## src/rtl/fs_ack_responder.sv

```systemverilog
// Fs transfer responder: acks Dt requests and assembles 2-bit symbols
// into a frame, then holds senack until the sequencer clears it.
module fs_ack_responder #(
    parameter  int FRAME_LEN = 4,
    parameter  int ACK_DELAY = 2,
    localparam int FW        = 2 * FRAME_LEN,
    localparam int CW        = $clog2(FRAME_LEN) + 1,
    localparam int DW        = $clog2(ACK_DELAY + 1)
) (
    input  logic          clk,
    input  logic          reset,
    input  logic          Dt,
    input  logic          bit0,
    input  logic          bit1,
    input  logic          cclear,
    output logic          ack,
    output logic          senack,
    output logic [FW-1:0] frame_data,
    output logic [CW-1:0] xfer_count,
    output logic          abort,
    output logic [1:0]    state
);

    typedef enum logic [1:0] {
        S_IDLE = 2'd0,
        S_WAIT = 2'd1,
        S_ACK  = 2'd2,
        S_SEND = 2'd3
    } state_e;

    state_e        state_q, state_d;
    logic [DW-1:0] dcnt_q, dcnt_d;
    logic          ack_q, ack_d;
    logic          senack_q, senack_d;
    logic          abort_q, abort_d;
    logic [FW-1:0] frame_q, frame_d;
    logic [CW-1:0] cnt_q, cnt_d;
    logic [CW-1:0] cnt_inc;

    assign cnt_inc = cnt_q + CW'(1);

    // Next-state and registered-output decode; cclear overrides everything.
    always_comb begin
        state_d  = state_q;
        dcnt_d   = dcnt_q;
        ack_d    = ack_q;
        senack_d = senack_q;
        abort_d  = 1'b0;
        frame_d  = frame_q;
        cnt_d    = cnt_q;
        if (cclear) begin
            state_d  = S_IDLE;
            dcnt_d   = '0;
            ack_d    = 1'b0;
            senack_d = 1'b0;
            frame_d  = '0;
            cnt_d    = '0;
        end else begin
            unique case (state_q)
                S_IDLE: begin
                    if (Dt) begin
                        state_d = S_WAIT;
                        dcnt_d  = DW'(1);
                    end
                end
                S_WAIT: begin
                    if (!Dt) begin
                        state_d = S_IDLE;
                        abort_d = 1'b1;
                        dcnt_d  = '0;
                    end else if (dcnt_q == DW'(ACK_DELAY)) begin
                        state_d = S_ACK;
                        ack_d   = 1'b1;
                        dcnt_d  = '0;
                        frame_d = {frame_q[FW-3:0], bit1, bit0};
                    end else begin
                        dcnt_d = dcnt_q + DW'(1);
                    end
                end
                S_ACK: begin
                    if (!Dt) begin
                        ack_d = 1'b0;
                        cnt_d = cnt_inc;
                        if (cnt_inc == CW'(FRAME_LEN)) begin
                            state_d  = S_SEND;
                            senack_d = 1'b1;
                        end else begin
                            state_d = S_IDLE;
                        end
                    end
                end
                S_SEND: begin
                    senack_d = 1'b1;
                end
                default: begin
                    state_d = S_IDLE;
                end
            endcase
        end
    end

    // State and output registers; reset discards any partial frame.
    always_ff @(posedge clk or negedge reset) begin
        if (!reset) begin
            state_q  <= S_IDLE;
            dcnt_q   <= '0;
            ack_q    <= 1'b0;
            senack_q <= 1'b0;
            abort_q  <= 1'b0;
            frame_q  <= '0;
            cnt_q    <= '0;
        end else begin
            state_q  <= state_d;
            dcnt_q   <= dcnt_d;
            ack_q    <= ack_d;
            senack_q <= senack_d;
            abort_q  <= abort_d;
            frame_q  <= frame_d;
            cnt_q    <= cnt_d;
        end
    end

    assign ack        = ack_q;
    assign senack     = senack_q;
    assign abort      = abort_q;
    assign frame_data = frame_q;
    assign xfer_count = cnt_q;
    assign state      = state_q;

endmodule

```

## config.mk

```make
export PLATFORM = sky130hd
export DESIGN_NAME = fs_ack_responder
export DESIGN_NICKNAME = d
export VERILOG_FILES = /design/src/rtl/fs_ack_responder.sv
export SDC_FILE = /design/constraint.sdc
export NUM_CORES = 1
export LEC_CHECK = 0
export ABC_AREA = 1
export CAP_MARGIN = 20
export CORE_MARGIN = 2
export CORE_UTILIZATION = 51
export CTS_BUF_LIST = sky130_fd_sc_hd__clkbuf_8 sky130_fd_sc_hd__clkbuf_16
export CTS_CLUSTER_DIAMETER = 100
export DETAILED_ROUTE_END_ITERATION = 8
export PLACE_DENSITY_LB_ADDON = 0.08
export SYNTH_ARGS = -nofsm -noshare
export SYNTH_HDL_FRONTEND = slang
export SYNTH_SLANG_ARGS = --single-unit
```

## constraint.sdc

```tcl
create_clock -name clk -period 2.6 [get_ports clk]
set_input_delay 0.52 -clock clk [delete_from_list [all_inputs] [get_ports clk]]
set_output_delay 0.52 -clock clk [all_outputs]
set_load 0.02 [all_outputs]
```

# Word-level counts from Yosys, hierarchy flattened

Index checks and enable logic that the tools add are counted.

Register bits: 18
Input port bits: 6
Output and inout port bits: 16
Logic and storage cells: 66

$add $sub $neg: 2
Equal/unequal tests: 12
Multiplexer cells: 30
Reductions and logical operators: 15

Operators with widths:

| operator                                                         | number |
|---|---|
| 8-bit two-way mux                                                | 4 |
| 2-bit two-way mux                                                | 9 |
| 3-bit != test (second input constant)                            | 5 |
| 1-bit two-way mux                                                | 10 |
| 3-bit two-way mux                                                | 3 |
| 3-bit nonzero test                                               | 3 |
| 4-bit AND reduction                                              | 2 |
| 2-bit nonzero test                                               | 4 |
| 2-bit == test (second input constant)                            | 3 |
| 2-bit case mux with 3 select lines                               | 1 |
| 3-bit AND reduction                                              | 2 |
| 4-bit != test (second input constant)                            | 1 |
| 1-bit case mux with 2 select lines                               | 2 |
| 2-bit case mux with 2 select lines                               | 1 |
| 2-bit AND reduction                                              | 2 |
| 4-bit nonzero test                                               | 1 |
| 3-bit by 1-bit adder with 3-bit output (second input constant)   | 1 |
| 3-bit == test (second input constant)                            | 1 |
| 2-bit by 1-bit adder with 2-bit output (second input constant)   | 1 |
| 2-bit by 1-bit == test with 1-bit output (second input constant) | 1 |
| 2-bit logical NOT                                                | 1 |
| 2-bit by 1-bit != test with 1-bit output (second input constant) | 1 |

# Longest topological paths before layout

Word-level depth: 6
Mapped depth: 9
Gate-level depth less buffers: 9

# Least setup slack after synthesis

No wires, ideal clock.

Path kind: flip-flop to flip-flop
Start point: reg state_q[0] (netlist: state[0])
End point: reg state_q[0] (netlist: state[0])
Library setup time: 118 ps
Arrival: 1371 ps
Required time: 2482 ps
Path slack: 1112 ps
Stages on the path, launching flop included: 10
Buffers on the path: 1
Period minus slack after synthesis: 1488 ps
Cell sequence: dfrtp_1 > inv_1 > ha_1 > clkbuf_1 > nand3_1 > nand2_1 > nor2_2 > nand2_1 > nand2_1 > nand2_1

Longest elaborated chain between the ends: 3
Elaborated cells between the ends (all ways): 10
Those cells by class: eq/ne: 5; mux: 2; reduce/logical: 3

Ends and longest elaborated chain:

| item                                                                   | line | source |
|---|---|---|
| start, declared                                                        | 31   | `state_e state_q, state_d;` |
| start signal, assigned                                                 | 113  | `state_q <= state_d;` |
| 2-bit by 1-bit == test with 1-bit output, or another cell as far along | 59   | `unique case (state_q)` |
| 4-bit != test (no line), or another cell as far along                  | n/a  |  |
| 4-bit AND reduction (no line) or 2-bit two-way mux (tied branches)     | n/a  |  |

Parallel ways exist; a longest one is shown, timed or not.
A chain may end at the register's enable or synchronous reset.

# Final worst setup path

Start point: reg state_q[1] (netlist: state[1])
End point: out state[1]

RTL lines:

| item          | line | source |
|---|---|---|
| end, declared | 21   | `output logic [1:0] state` |

No word-level cell between the ends.

==> impl_metrics.sql <==
INSERT INTO impl_metrics (metric_group, metric, value, unit) VALUES
('run_status', 'run_status', 'finished clean', ''),
('synth', 'synthesis.area_per_instance', '8.60', 'um^2'),
('sta', 'period_minus_slack', '1.85', 'ns'),
('grt', 'globalRoute.totalOverflow', '0', ''),
('setup_path', 'worst-endpoint-arrival', '1.33', 'ns'),
('power_and_ir_drop', 'vdd_ir_drop_max', '0.498', 'mV'),
('setup_path', 'crit_buf_inv', '1', ''),
('clocking', 'cts_resized', '0', ''),
('route', 'number_of_drc_violations_after_detailed_routing_iteration_0', '18', ''),
('synth', 'synth.largest_area_cell', 'sky130_fd_sc_hd__dfrtp_1', ''),
('setup_path', 'worstSetupEndpointType', 'primary output', ''),
('final_layout', 'insertedDiodeCount', '0', ''),
('setup_path', 'worstPathRequired', '2.08', 'ns'),
('setup_path', 'worst_path_top_cell_family_by_delay', 'buffers and inverters', ''),
('clocking', 'clock-sinks', '18', ''),
('power_and_ir_drop', 'power.switching', '0.276', 'mW'),
('grt', 'number_of_global_route_vias_before_repair', '674', ''),
('setup_path', 'worst-r2r-setup-slack', '0.98', 'ns'),
('synth', 'netlist-cell-type-count', '21', ''),
('setup_path', 'crit_fanout', '5', ''),
('floorplan', 'io-pin-count', '22', ''),
('final_layout', 'layout.nets', '143', ''),
('route', 'post-route-drc-count', '0', ''),
('grt', 'grt_start_max_net_pins', '19', ''),
('floorplan', 'die_w', '46.7', 'um'),
('synth', 'netlist_instances', '108', ''),
('floorplan', 'die_area', '2180', 'um^2'),
('grt', 'wire_length_of_the_first_global_routing_pass', '2950', 'um'),
('clocking', 'path_clk_slew', '0.06', 'ns'),
('setup_path', 'timing.setup.critical_path_class', 'flip-flop to primary output', ''),
('sta', 'worst_slack_setup_final', '0.747', 'ns'),
('sta', 'hold_violations', '0', ''),
('sta', 'fin_worst_skew', '0.00380', 'ns'),
('final_layout', 'layout_common_cells', '21 x sky130_fd_sc_hd__clkdlybuf4s50_1, 18 x sky130_fd_sc_hd__nand2_1, 18 x sky130_fd_sc_hd__dfrtp_1, 16 x sky130_fd_sc_hd__inv_1, 11 x sky130_fd_sc_hd__o21ai_0', ''),
('placed_design', 'gp_congestion', '0.779', ''),
('route', 'vias', '802', ''),
('synth', 'synth_warnings', '0', ''),
('placed_design', 'placement.io_buffers', '21', ''),
('sta', 'timing_max_transition_violations_final', '0', ''),
('power_and_ir_drop', 'seqPwrFrac', '42.7', '%'),
('clocking', 'tritoncts', 'done', ''),
('sta', 'setup_violations', '0', ''),
('power_and_ir_drop', 'power.clock.fraction', '23.6', '%'),
('sta', 'unrepaired_setup_endpoints_after_global_routing', 'false', ''),
('power_and_ir_drop', 'comb_power_share', '33.7', '%'),
('floorplan', 'design.core.area', '1730', 'um^2'),
('power_and_ir_drop', 'power_density', '667', 'nW/um^2'),
('sta', 'total_negative_slack', '0', 'ns'),
('floorplan', 'fp.dieH', '46.7', 'um'),
('clocking', 'clk-insertion-delay-late', '0.25', 'ns'),
('final_layout', 'area.growth.synth_to_final', '28.7', '%'),
('clocking', 'post-cts-setup-buffers', '0', ''),
('power_and_ir_drop', 'netSwitchingFraction', '34.7', '%'),
('job', 'cap_violations', '0', ''),
('floorplan', 'num_rows', '15', ''),
('clocking', 'h-tree-depth', '1', ''),
('sta', 'max_clock_freq', '0.540', 'GHz'),
('setup_path', 'worst_setup_path_start_kind', 'flip-flop', ''),
('final_layout', 'layout-drive-gt1-share', '7.75', '%'),
('setup_path', 'timing.critical_path.cells', 'clkdlybuf4s50_1', ''),
('route', 'postRouteAntennaNets', '0', ''),
('clocking', 'cts_inserted_buffers', '3', ''),
('power_and_ir_drop', 'finalPower', '0.797', 'mW'),
('route', 'routedWlPerCell', '12.2', 'um'),
('clocking', 'clk_root_buffer_cell', 'sky130_fd_sc_hd__clkbuf_8', ''),
('clocking', 'holdBufCountCts', '0', ''),
('final_layout', 'final_common_cell', 'sky130_fd_sc_hd__clkdlybuf4s50_1', ''),
('floorplan', 'starting_utilization_of_the_core_area', '53.8', '%'),
('route', 'route.detailed.vias_per_inst', '5.21', ''),
('synth', 'synthesized_cell_area', '928', 'um^2'),
('grt', 'grt_usage', '19.7', '%');
==> cells by family after synthesis <==
kind of cell,synth area share [%]
AND/OR/NAND/NOR,20.1
AO/OA/AOI/OAI,14.7
buffers and inverters,8.62
flip-flops,48.5
adder cells (fa/ha/maj),8.09
==> flip-flops by register name (all words and copies together), names as in the netlist <==
| signal | flops |
|---|---|
| xfer_count | 3 |
| ack | 1 |
| senack | 1 |
| abort | 1 |
| state | 2 |
| dcnt_q | 2 |
| frame_data | 8 |
==> routing by layer <==
metal / global-route usage (%) / share of wire [%] / vias up
li1: - / - / 403
met1: 28.0 / 48 / 362
met2: 28.6 / 44 / 33
met3: 4.71 / 6.8 / 4
met4: 8.33 / 1.5 / 0
met5: 0 / 0 / -
==> through the flow <==
step / area (um^2) / hold WS (ns) / cells / utilization [%]
finish: 1190 / 0.486 / 154 / 69.2
global route: 1190 / 0.504 / 154 / 69.2
CTS: 1190 / 0.489 / 154 / 69.2
global placement: 1150 / 0.460 / 151 / 66.8
floorplan: 928 / 0.224 / 108 / -
detailed placement: 1150 / 0.472 / 151 / 66.8
==> worst reg2reg max path, stage by stage, from the launching register on <==
cell	delay [ns]
sky130_fd_sc_hd__dfrtp_1	0.44
sky130_fd_sc_hd__inv_1	0.10
sky130_fd_sc_hd__ha_1	0.36
sky130_fd_sc_hd__nand2_2	0.15
sky130_fd_sc_hd__nor2_4	0.23
sky130_fd_sc_hd__nand2_2	0.08
sky130_fd_sc_hd__o22ai_1	0.16
==> synth_stat cells (all sizes together) <==
library cell	n
ha	6
a21oi	6
dfrtp	18
nor2	5
o211ai	1
o21ai	14
buf	2
a31oi	1
nand4	4
nand2	20
clkbuf	1
inv	17
nand3	10
o22ai	3
==> power groups by stage <==
stage	logic [mW]	clock network [mW]	registers, mW
2_1_floorplan	0.147	0	0.369
3_3_place_gp	0.261	0	0.344
3_5_place_dp	0.264	0	0.346
4_1_cts	0.269	0.192	0.340
5_1_grt	0.296	0.200	0.345
6_report	0.268	0.188	0.340
==> final cells by class <==
cell class                 instances  area [um^2]  area share (%)
clock buffer                       3         41.3            3.46
tap                               25         31.3            2.62
multi-input combinational         70          398            33.3
inverter                          17         63.8            5.34
timing repair buffer              21          210            17.6
sequential                        18          450            37.7
==> final timing paths <==
path	start	to
max	state[1]	state[1]
min	ack	ack
max reg2reg	state[1]	frame_data[2]
max in group asynchronous	reset	frame_data[0]
min in group asynchronous	reset	frame_data[7]
min reg2reg	ack	ack
No activity file was read; power rests on OpenSTA's default activity.
